### config.mk
export PLATFORM = sky130hd
export DESIGN_NAME = plic_core_mt_flat
export DESIGN_NICKNAME = d
export VERILOG_FILES = /design/src/rtl/plic_core_mt_if.sv /design/src/rtl/plic_core_mt.sv /design/src/flat_wrapper.sv
export SDC_FILE = /design/constraint.sdc
export NUM_CORES = 1
export LEC_CHECK = 0
export ABC_AREA = 1
export CAP_MARGIN = 20
export CORE_MARGIN = 2
export CORE_UTILIZATION = 50
export CTS_BUF_LIST = sky130_fd_sc_hd__clkbuf_4 sky130_fd_sc_hd__clkbuf_8
export CTS_CLUSTER_SIZE = 40
export DETAILED_ROUTE_END_ITERATION = 16
export PLACE_DENSITY = 0.79
export SLEW_MARGIN = 25
export SYNTH_ARGS = -nofsm -noshare
export SYNTH_HDL_FRONTEND = slang
export SYNTH_SLANG_ARGS = --single-unit
### constraint.sdc
create_clock -name clk_i -period 45.7 [get_ports clk_i]
set_clock_uncertainty 0.15 [all_clocks]
set_input_delay 13.71 -clock clk_i [delete_from_list [all_inputs] [get_ports clk_i]]
set_output_delay 13.71 -clock clk_i [all_outputs]
set_load 0.1 [all_outputs]
### src/rtl/plic_core_mt_if.sv
// Signal bundle between the PLIC register front-end (master) and plic_core_mt (slave).
// Field packing: source i at [i*W +: W], target t at [t*W +: W] or [t*NUM_IRQ + i] for enables.
interface plic_core_mt_if #(
    parameter int NUM_IRQ    = 32,
    parameter int NUM_TGT    = 2,
    parameter int PRIO_WIDTH = 3,
    parameter int ID_WIDTH   = $clog2(NUM_IRQ)
);
    logic [NUM_IRQ-1:0]            irq_i;
    logic [NUM_IRQ-1:0]            trig_mode_i;
    logic [NUM_IRQ*PRIO_WIDTH-1:0] prio_i;
    logic [NUM_TGT*NUM_IRQ-1:0]    ie_i;
    logic [NUM_TGT*PRIO_WIDTH-1:0] thold_i;
    logic [NUM_TGT-1:0]            claim_i;
    logic [NUM_TGT-1:0]            comp_i;
    logic [NUM_TGT*ID_WIDTH-1:0]   comp_id_i;
    logic [NUM_IRQ-1:0]            ip_o;
    logic [NUM_TGT*ID_WIDTH-1:0]   id_o;
    logic [NUM_TGT-1:0]            irq_o;

    modport master (
        output irq_i, trig_mode_i, prio_i, ie_i, thold_i, claim_i, comp_i, comp_id_i,
        input  ip_o, id_o, irq_o
    );

    modport slave (
        input  irq_i, trig_mode_i, prio_i, ie_i, thold_i, claim_i, comp_i, comp_id_i,
        output ip_o, id_o, irq_o
    );
endinterface

### src/rtl/plic_core_mt.sv
// Multi-target PLIC core: per-source level/edge gateways, pending/in-flight state, per-target arbitration.
// Define PLIC_EDGE_CNT_EN to count edges seen while pending/in-flight instead of keeping a one-deep flag.
module plic_core_mt #(
    parameter int NUM_IRQ        = 32,
    parameter int NUM_TGT        = 2,
    parameter int PRIO_WIDTH     = 3,
    parameter int ID_WIDTH       = $clog2(NUM_IRQ),
    parameter int EDGE_CNT_WIDTH = 4
) (
    input  logic          clk_i,
    input  logic          rst_i,
    plic_core_mt_if.slave bus
);

    // The one-deep flag is the same saturating counter capped at 1, and pending-time edges are not counted.
`ifdef PLIC_EDGE_CNT_EN
    localparam logic [EDGE_CNT_WIDTH-1:0] CNT_MAX     = '1;
    localparam bit                        CNT_ON_PEND = 1'b1;
`else
    localparam logic [EDGE_CNT_WIDTH-1:0] CNT_MAX     = EDGE_CNT_WIDTH'(1);
    localparam bit                        CNT_ON_PEND = 1'b0;
`endif

    logic [NUM_IRQ-1:0]        ip_q, ip_d;
    logic [NUM_IRQ-1:0]        inflight_q, inflight_d;
    logic [NUM_IRQ-1:0]        irq_prev_q;
    logic [EDGE_CNT_WIDTH-1:0] cnt_q [NUM_IRQ];
    logic [EDGE_CNT_WIDTH-1:0] cnt_d [NUM_IRQ];
    logic [ID_WIDTH-1:0]       best_id_q [NUM_TGT];
    logic [ID_WIDTH-1:0]       best_id_d [NUM_TGT];
    logic [NUM_TGT-1:0]        irq_out_q, irq_out_d;

    logic [NUM_TGT-1:0]          claim_win;
    logic [NUM_IRQ-1:0]          claimed;
    logic [NUM_IRQ-1:0]          completed;
    logic [NUM_TGT*ID_WIDTH-1:0] id_o_c;

    // Claim race resolution and per-source claim/complete decode.
    always_comb begin
        claim_win = '0;
        claimed   = '0;
        completed = '0;
        id_o_c    = '0;
        for (int t = 0; t < NUM_TGT; t++) begin
            claim_win[t] = bus.claim_i[t] && (best_id_q[t] != '0);
            for (int u = 0; u < t; u++) begin
                if (bus.claim_i[u] && (best_id_q[u] == best_id_q[t])) begin
                    claim_win[t] = 1'b0;
                end
            end
            id_o_c[t*ID_WIDTH +: ID_WIDTH] = (bus.claim_i[t] && !claim_win[t]) ? '0 : best_id_q[t];
            for (int i = 0; i < NUM_IRQ; i++) begin
                if (claim_win[t] && (best_id_q[t] == ID_WIDTH'(i))) begin
                    claimed[i] = 1'b1;
                end
                if (bus.comp_i[t] && (bus.comp_id_i[t*ID_WIDTH +: ID_WIDTH] == ID_WIDTH'(i))
                        && bus.ie_i[t*NUM_IRQ + i] && inflight_q[i]) begin
                    completed[i] = 1'b1;
                end
            end
        end
    end

    genvar gi;
    generate
        for (gi = 0; gi < NUM_IRQ; gi++) begin : g_src
            localparam bit VALID = (gi != 0);
            logic                      rise;
            logic                      busy;
            logic                      repend;
            logic                      bump;
            logic                      ip_set;
            logic [EDGE_CNT_WIDTH-1:0] cnt_dec;

            assign rise    = bus.irq_i[gi] & ~irq_prev_q[gi];
            // In-flight as seen after this edge: completes retire the old state, claims set it afresh.
            assign busy    = (inflight_q[gi] & ~completed[gi]) | claimed[gi];
            assign repend  = completed[gi] & ~claimed[gi] & (cnt_q[gi] != '0);
            assign cnt_dec = repend ? (cnt_q[gi] - EDGE_CNT_WIDTH'(1)) : cnt_q[gi];
            assign bump    = bus.trig_mode_i[gi] & rise & (busy | (CNT_ON_PEND & ip_q[gi]));
            assign ip_set  = bus.trig_mode_i[gi] ? (rise & ~busy & ~ip_q[gi])
                                                 : (bus.irq_i[gi] & ~busy & ~ip_q[gi]);

            assign ip_d[gi]       = VALID & ((ip_q[gi] & ~claimed[gi]) | ip_set | repend);
            assign inflight_d[gi] = VALID & busy;
            assign cnt_d[gi]      = !VALID ? '0
                                  : (bump && (cnt_dec != CNT_MAX)) ? (cnt_dec + EDGE_CNT_WIDTH'(1))
                                  : cnt_dec;
        end
    endgenerate

    // Highest priority wins; the strict compare keeps the lowest ID on ties.
    always_comb begin
        logic [PRIO_WIDTH-1:0] best_p;
        logic [PRIO_WIDTH-1:0] p;
        best_p    = '0;
        p         = '0;
        irq_out_d = '0;
        for (int t = 0; t < NUM_TGT; t++) begin
            best_id_d[t] = '0;
            best_p       = '0;
            for (int i = 0; i < NUM_IRQ; i++) begin
                p = bus.prio_i[i*PRIO_WIDTH +: PRIO_WIDTH];
                if (ip_q[i] && bus.ie_i[t*NUM_IRQ + i]
                        && (p > bus.thold_i[t*PRIO_WIDTH +: PRIO_WIDTH]) && (p > best_p)) begin
                    best_p       = p;
                    best_id_d[t] = ID_WIDTH'(i);
                end
            end
            irq_out_d[t] = (best_id_d[t] != '0);
        end
    end

    always_ff @(posedge clk_i) begin
        if (rst_i) begin
            ip_q       <= '0;
            inflight_q <= '0;
            irq_prev_q <= '0;
            irq_out_q  <= '0;
            for (int i = 0; i < NUM_IRQ; i++) begin
                cnt_q[i] <= '0;
            end
            for (int t = 0; t < NUM_TGT; t++) begin
                best_id_q[t] <= '0;
            end
        end else begin
            ip_q       <= ip_d;
            inflight_q <= inflight_d;
            irq_prev_q <= bus.irq_i;
            irq_out_q  <= irq_out_d;
            for (int i = 0; i < NUM_IRQ; i++) begin
                cnt_q[i] <= cnt_d[i];
            end
            for (int t = 0; t < NUM_TGT; t++) begin
                best_id_q[t] <= best_id_d[t];
            end
        end
    end

    assign bus.ip_o  = ip_q;
    assign bus.id_o  = id_o_c;
    assign bus.irq_o = irq_out_q;

endmodule
### src/flat_wrapper.sv
// flat-port wrapper written by rule: the top's interface ports become plain ports
module plic_core_mt_flat 
#(
    parameter int NUM_IRQ        = 32,
    parameter int NUM_TGT        = 2,
    parameter int PRIO_WIDTH     = 3,
    parameter int ID_WIDTH       = $clog2(NUM_IRQ),
    parameter int EDGE_CNT_WIDTH = 4
)
  (clk_i, rst_i, bus_irq_i, bus_trig_mode_i, bus_prio_i, bus_ie_i, bus_thold_i, bus_claim_i, bus_comp_i, bus_comp_id_i, bus_ip_o, bus_id_o, bus_irq_o);
  plic_core_mt_if #(.NUM_IRQ(NUM_IRQ), .NUM_TGT(NUM_TGT), .PRIO_WIDTH(PRIO_WIDTH), .ID_WIDTH(ID_WIDTH)) bus_i ();
  input  logic clk_i;
  input  logic rst_i;
  input wire logic [$bits(bus_i.irq_i)-1:0] bus_irq_i;
  input wire logic [$bits(bus_i.trig_mode_i)-1:0] bus_trig_mode_i;
  input wire logic [$bits(bus_i.prio_i)-1:0] bus_prio_i;
  input wire logic [$bits(bus_i.ie_i)-1:0] bus_ie_i;
  input wire logic [$bits(bus_i.thold_i)-1:0] bus_thold_i;
  input wire logic [$bits(bus_i.claim_i)-1:0] bus_claim_i;
  input wire logic [$bits(bus_i.comp_i)-1:0] bus_comp_i;
  input wire logic [$bits(bus_i.comp_id_i)-1:0] bus_comp_id_i;
  output wire logic [$bits(bus_i.ip_o)-1:0] bus_ip_o;
  output wire logic [$bits(bus_i.id_o)-1:0] bus_id_o;
  output wire logic [$bits(bus_i.irq_o)-1:0] bus_irq_o;
  assign bus_i.irq_i = bus_irq_i;
  assign bus_i.trig_mode_i = bus_trig_mode_i;
  assign bus_i.prio_i = bus_prio_i;
  assign bus_i.ie_i = bus_ie_i;
  assign bus_i.thold_i = bus_thold_i;
  assign bus_i.claim_i = bus_claim_i;
  assign bus_i.comp_i = bus_comp_i;
  assign bus_i.comp_id_i = bus_comp_id_i;
  assign bus_ip_o = bus_i.ip_o;
  assign bus_id_o = bus_i.id_o;
  assign bus_irq_o = bus_i.irq_o;
  plic_core_mt #(.NUM_IRQ(NUM_IRQ), .NUM_TGT(NUM_TGT), .PRIO_WIDTH(PRIO_WIDTH), .ID_WIDTH(ID_WIDTH), .EDGE_CNT_WIDTH(EDGE_CNT_WIDTH)) u_core (.clk_i(clk_i), .rst_i(rst_i), .bus(bus_i));
endmodule
## Yosys cells after proc, flatten, opt, wreduce, memory -nomap -nowiden

Memories as Yosys holds them, arrays and structs flattened.
Index checks and enable logic that the tools add are counted.

| cells by class | value |
|---|---|
| $add $sub $neg | 62 |
| magnitude comparators | 127 |
| eq/ne operators | 156 |
| multiplexer cells | 381 |
| bitwise operators | 623 |
| reduce and logical (&&, ||, !) cells | 513 |

Operator list:

| cell | number |
|---|---|
| 1-bit logical AND | 476 |
| 4-bit two-way mux | 110 |
| 3-bit > comparator | 126 |
| 1-bit bitwise AND | 341 |
| 5-bit == test, second input constant | 64 |
| 3-bit two-way mux | 70 |
| 5-bit two-way mux | 36 |
| 1-bit two-way mux | 161 |
| 5-bit by 4-bit == test with 1-bit output, second input constant | 32 |
| 1-bit NOT | 155 |
| 1-bit bitwise OR | 127 |
| 4-bit by 1-bit adder with 4-bit output, second input constant | 31 |
| 4-bit by 1-bit != test with 1-bit output, second input constant | 31 |
| 4-bit nonzero test | 31 |
| 4-bit by 1-bit subtractor with 4-bit output, second input constant | 31 |
| 5-bit by 3-bit == test with 1-bit output, second input constant | 16 |
| 5-bit by 2-bit == test with 1-bit output, second input constant | 8 |
| 5-bit by 1-bit == test with 1-bit output, second input constant | 4 |
| 5-bit nonzero test | 4 |
| 2-bit two-way mux | 4 |
| 5-bit == test | 1 |
| 3-bit by 1-bit > comparator with 1-bit output, second input constant | 1 |
| 1-bit zero test | 2 |

| storage, ports and cells | value |
|---|---|
| register bits after elaboration | 97 |
| bits in writable memories | 138 |
| input bits | 246 |
| output and inout bits | 44 |
| memories | 2 |

Memories:

| memory | depth | bits a word | read ports | clocked after Yosys merged registers in | write ports | line | source |
|---|---|---|---|---|---|---|---|
| u_core.cnt_q | 32 | 4 | 31 | 0 | 32 | plic_core_mt.sv:27 | `logic [EDGE_CNT_WIDTH-1:0] cnt_q [NUM_IRQ];` |
| u_core.best_id_q | 2 | 5 | 2 | 0 | 2 | plic_core_mt.sv:29 | `logic [ID_WIDTH-1:0] best_id_q [NUM_TGT];` |

## Longest topological paths before layout

Gate-level depths: netlist of run 1.

| logic depth | value |
|---|---|
| depth in word-level cells | 98 |
| mapped depth | 231 |

## Worst setup path after synthesis of run 1

No wires, ideal clock.

| path | value |
|---|---|
| path type | input -> register |
| start point | input bus_thold_i[2] |
| end point | register u_core.irq_out_q[0] (netlist: u_core.bus.irq_o[0]) |
| arrival | 43.840 ns |
| setup slack | 1.594 ns |
| stages on the path | 197 |
| cell sequence | inv_1 -> ha_1 -> nand3_1 -> nand4_1 -> nor3_1 -> ha_1 -> inv_2 -> o211ai_1 -> a31oi_2 -> nand3_2 -> o21ai_0 -> ha_1 -> clkinv_1 -> o211ai_1 -> a31oi_1 -> o211ai_2 -> nand2_2 -> o21ai_2 -> [... 161 more ...] -> inv_1 -> ha_1 -> a311oi_1 -> nand3_1 -> mux2i_1 -> ha_1 -> a21oi_1 -> o21ai_0 -> nand3_1 -> nand2_1 -> inv_1 -> nand2_1 -> nor2_1 -> nand2_1 -> nor2_1 -> nand3_1 -> o21ai_1 -> nand2_1 |

| between the ends | value |
|---|---|
| longest elaborated chain between the ends | 98 |
| elaborated cells on any way between the ends | 190 |
| those cells by class | 63 x order compare; 62 x mux; 65 x reduce/logical |

Ends and longest elaborated chain:

| element | line | source |
|---|---|---|
| from (decl) | flat_wrapper.sv:18 | `input wire logic [$bits(bus_i.thold_i)-1:0] bus_thold_i;` |
| 3-bit > comparator | plic_core_mt.sv:105 | `&& (p > bus.thold_i[t*PRIO_WIDTH +: PRIO_WIDTH]) && (p > best_p)) begin` |
| 1-bit logical AND (2 in a row) | plic_core_mt.sv:105 |  |
| 3-bit two-way mux | plic_core_mt.sv:104 | `if (ip_q[i] && bus.ie_i[t*NUM_IRQ + i]` |
| 3-bit > comparator | plic_core_mt.sv:105 |  |
| 1-bit logical AND | plic_core_mt.sv:105 |  |
| 3-bit two-way mux | plic_core_mt.sv:104 |  |
| 3-bit > comparator | plic_core_mt.sv:105 |  |
| 1-bit logical AND | plic_core_mt.sv:105 |  |
| [... 81 more ...] | - |  |
| 3-bit two-way mux | plic_core_mt.sv:104 |  |
| 3-bit > comparator | plic_core_mt.sv:105 |  |
| 1-bit logical AND | plic_core_mt.sv:105 |  |
| 3-bit two-way mux | plic_core_mt.sv:104 |  |
| 3-bit > comparator | plic_core_mt.sv:105 |  |
| 1-bit logical AND | plic_core_mt.sv:105 |  |
| 5-bit two-way mux * | plic_core_mt.sv:104 |  |
| 5-bit nonzero test * | plic_core_mt.sv:110 | `irq_out_d[t] = (best_id_d[t] != '0);` |
| to (signal assigned) | plic_core_mt.sv:130 | `irq_out_q <= irq_out_d;` |
| to (decl) | plic_core_mt.sv:31 | `logic [NUM_TGT-1:0] irq_out_q, irq_out_d;` |

Every way passes the cells marked *; elsewhere a longest branch is shown, timed or not.
A chain may end at the register's enable or synchronous reset.

## Worst setup path after layout of run 1

| path | value |
|---|---|
| start point | input bus_prio_i[4] |
| end point | register u_core.irq_out_q[0] (netlist: u_core.bus.irq_o[0]) |

| between the ends | value |
|---|---|
| longest elaborated chain between the ends | 95 |
| elaborated cells on any way between the ends | 126 |
| those cells by class | 32 x order compare; 61 x mux; 33 x reduce/logical |

Ends and longest elaborated chain:

| element | line | source |
|---|---|---|
| from (decl) | flat_wrapper.sv:16 | `input wire logic [$bits(bus_i.prio_i)-1:0] bus_prio_i;` |
| 3-bit > comparator | plic_core_mt.sv:105 |  |
| 1-bit logical AND (2 in a row) | plic_core_mt.sv:105 |  |
| 3-bit two-way mux | plic_core_mt.sv:104 |  |
| 3-bit > comparator | plic_core_mt.sv:105 |  |
| 1-bit logical AND | plic_core_mt.sv:105 |  |
| 3-bit two-way mux | plic_core_mt.sv:104 |  |
| 3-bit > comparator | plic_core_mt.sv:105 |  |
| 1-bit logical AND | plic_core_mt.sv:105 |  |
| [... 78 more ...] | - |  |
| 3-bit two-way mux | plic_core_mt.sv:104 |  |
| 3-bit > comparator | plic_core_mt.sv:105 |  |
| 1-bit logical AND | plic_core_mt.sv:105 |  |
| 3-bit two-way mux | plic_core_mt.sv:104 |  |
| 3-bit > comparator | plic_core_mt.sv:105 |  |
| 1-bit logical AND | plic_core_mt.sv:105 |  |
| 5-bit two-way mux * | plic_core_mt.sv:104 |  |
| 5-bit nonzero test * | plic_core_mt.sv:110 |  |

Marked as above.

==> reports/metrics.cfg, run 1 <==
[sta]
hold_viol_final = 0
post-route-period-util_pct = 94.58
worstMarginPinSlew_ns = 1.113
finalCriticalPeriod_ns = 43.22
setup_viol = 0
fmax_mhz = 23.14
relSlewSlack_pct = 25.60
slew_viol_final = 0
hold_ws_ns = 0.3831

[detailed_routing]
post_drt_wl_per_cell_um = 16.27
drc = 0
drtPass1Iterations = 6
wirelength_mm = 82.59
vias_per_cell = 5.471
vias = 27770
drt_iter0_markers = 2127
final_antenna_net_count = 0

[clock_tree]
cts_tree = yes
htreeDepth = 2
cts_hold_buf = 0
clk_latency_ns = 0.56
clock_sinks = 229
root_buffer = clkbuf_8
cts_made_buffers = 36
cts.clk_slew.worst_paths_ns = 0.06
max-clock-path-buffers = 3

[placement]
gp_congestion = 1.079
numPortBuffers = 281
place_inst = 4998
dp_hpwl_mm = 66.17

[critical_path]
cpPeakStageDelay_ns = 0.53
critPathLaunchType = primary input
endpoint_kind = flip-flop
required_ns = 45.98
cp_data_arrival_time_ns = 43.50
crit_slowest_cell = clkdlybuf4s50_1
cpMostUsedCell = ha_1
path_class = primary input to flip-flop
rrSetupSlack_ns = 16.15
worst-path-max-fanout = 7
crit-reg2reg-launch = u_core.bus.ip_o[1]
r2r_end = u_core.bus.irq_o[0]
r2r_cells = 211

[cells_and_area]
nNetsFinal = 4963
syn_to_final_growth_pct = 21.12
drive_gt1_share_pct = 12.66
fin_cells = 5076
mostFrequentLayoutCells = 763 x nand2_1, 567 x inv_1, 371 x nor2_1, 357 x ha_1, 304 x nand3_1
utilization_pct = 60.94
final_common_cell = nand2_1

[min_path]
min_from = u_core.irq_prev_q[11]
min_path_type = flip-flop to flip-flop
min_path_cells = 3
hold_path_end = u_core.bus.ip_o[11]

[global_route]
grt_start_max_net_pins = 84
gr-total-overflow = 0
grt.met1_usage_pct = 38.30
grt_busiest_layer = met2
use_met2_pct = 48.29
grt_pass1_wl_mm = 128.8
first_global_vias = 25540
track_usage_pct = 30.21
met3_usage_pct = 4.459
grt_antenna_before_repair = 15

[power_and_ir_drop]
ir_drop_mv = 0.02954
power_density_mw_per_mm2 = 30.45
leakagePower_nw = 15.41
power.total_mw = 0.9482

[yosys]
yosysUniqueCellTypes = 61
netlist_area_sq_mm = 0.02571
synth_edf_count = 0
seq_area_frac_synth_pct = 17.83
ys_ff_latch = 229
synth_cells = 3945
yosys_warnings = 0
syn_area_per_cell_sq_um = 6.516
yosys_most_used_dff = dfxtp_1
postSynth.asyncResetShare_pct = 0
synth.net_count = 4548

[floorplan]
dieHeight_um = 230.7
die-area_sq_mm = 0.05324
core_area_sq_mm = 0.05109
die-width_um = 230.7
ios = 290
initial_core_util_pct = 50.31
fp-row-count = 83

[run_status]
status = finished, final reports clean

[flow_run]
max_cap_viol_count = 0

[per-stage QoR]
stage | setup slack [ns] | cell area (sq um) | setup TNS, ns
6_report | 2.479 | 31140 | 0
4_1_cts | 0.01228 | 30940 | 0
3_3_place_gp | -0.4149 | 30190 | -1.382
2_1_floorplan | 1.594 | 25710 | 0
3_5_place_dp | -0.9116 | 30200 | -5.865
5_1_grt | -0.05315 | 31130 | -0.08774
[flip-flops by register name, indices dropped and copies added, names as in the netlist]
| name | count |
|---|---|
| u_core.bus.irq_o | 2 |
| u_core.irq_prev_q | 31 |
| u_core.inflight_q | 31 |
| u_core.best_id_q | 10 |
| u_core.cnt_q | 124 |
| u_core.bus.ip_o | 31 |
[report_power, final]
part	internal [mW]	total (mW)	leakage, nW	switching (mW)
registers	0.212	0.231	1.87	0.0190
clock network	0.0978	0.182	0.395	0.0841
logic	0.202	0.535	13.2	0.333
[cells in the mapped netlist (32+ instances only)]
cell type / instances / area share, %
nand2_1: 763 / 11
inv_1: 567 / 8.3
nor2_1: 375 / 5.5
ha_1: 357 / 17
nand3_1: 305 / 5.9
o21ai_0: 290 / 5.6
dfxtp_1: 229 / 18
a21oi_1: 200 / 3.9
nand2_2: 116 / 2.8
nor3_1: 81 / 1.6
nand3_2: 70 / 2.7
xor2_1: 66 / 2.2
nand4_1: 60 / 1.5
a211oi_1: 56 / 1.6
a31oi_1: 50 / 1.2
clkbuf_1: 39 / 0.57
nand2_4: 35 / 1.5
o31ai_1: 33 / 0.96
inv_2: 32 / 0.47
nor4_1: 32 / 0.78
[worst max-delay path by stage]
| stage | cells after the start | endpoint | from | slack, ns |
|---|---|---|---|---|
| after floorplan | 197 | u_core.bus.irq_o[0] | bus_thold_i[2] | 1.59 |
| after global placement | 195 | u_core.bus.irq_o[0] | bus_prio_i[4] | -0.41 |
| after detailed placement | 195 | u_core.bus.irq_o[0] | bus_prio_i[4] | -0.91 |
| after CTS | 200 | u_core.bus.irq_o[1] | bus_prio_i[3] | 0.01 |
| after global routing | 217 | u_core.bus.irq_o[1] | bus_prio_i[3] | -0.05 |
| final | 215 | u_core.bus.irq_o[0] | bus_prio_i[4] | 2.48 |
[metal layers]
metal / up-vias / share of wire [%]
li1: 14120 / -
met1: 12520 / 43
met2: 894 / 43
met3: 229 / 7.2
met4: 8 / 6.4
met5: - / 0.057
[timing repair]
item	4_1_cts	5_1_grt
resized for setup	9	107
pin swaps	0	4
buffers inserted	0	4
endpoints found under the setup margin	7	12
[critical path: cells and delay by family]
kind	cells	cell delay (ns)
and+or+nand+nor	114	11.51
adders and majority gates	31	8.84
muxes	1	0.21
buffers and inverters	8	1.09
AOI/OAI and AO/OA	61	7.99
[cell families (layout without fill, tap and decap cells)]
kind of cell / Yosys count / count (layout) / synth area share (%)
muxes: 1 / 1 / 0.03894
other: 1 / 13 / 0.01459
xor gates and xnor gates: 93 / 93 / 3.169
buffers and inverters: 651 / 1090 / 9.715
DFF: 229 / 229 / 17.83
adders and majority gates: 357 / 357 / 17.38
and+or+nand+nor: 1892 / 1892 / 35.54
AOI/OAI and AO/OA: 721 / 721 / 16.31
[layout make-up]
| cell class | instances | area (sq um) |
|---|---|---|
| Antenna cell | 12 | 30.03 |
| Clock buffer | 56 | 701.9 |
| Clock inverter | 6 | 36.28 |
| Fill cell | 4832 | 19960 |
| Inverter | 606 | 2296 |
| Multi-Input combinational cell | 3065 | 18780 |
| Sequential cell | 229 | 4584 |
| Tap cell | 680 | 850.8 |
| Timing Repair Buffer | 422 | 3854 |
Note: power is estimated with default switching activity, not from simulation.
==> inputs of run 2 (changes only) <==
--- a/config.mk
+++ b/config.mk
@@ -6,7 +6,6 @@
 export NUM_CORES = 1
 export LEC_CHECK = 0
 export ABC_AREA = 1
-export CAP_MARGIN = 20
 export CORE_MARGIN = 2
 export CORE_UTILIZATION = 50
 export CTS_BUF_LIST = sky130_fd_sc_hd__clkbuf_4 sky130_fd_sc_hd__clkbuf_8
==> results of run 2 <==
No change in the layout: final DEF, timing and power equal those of run 1.
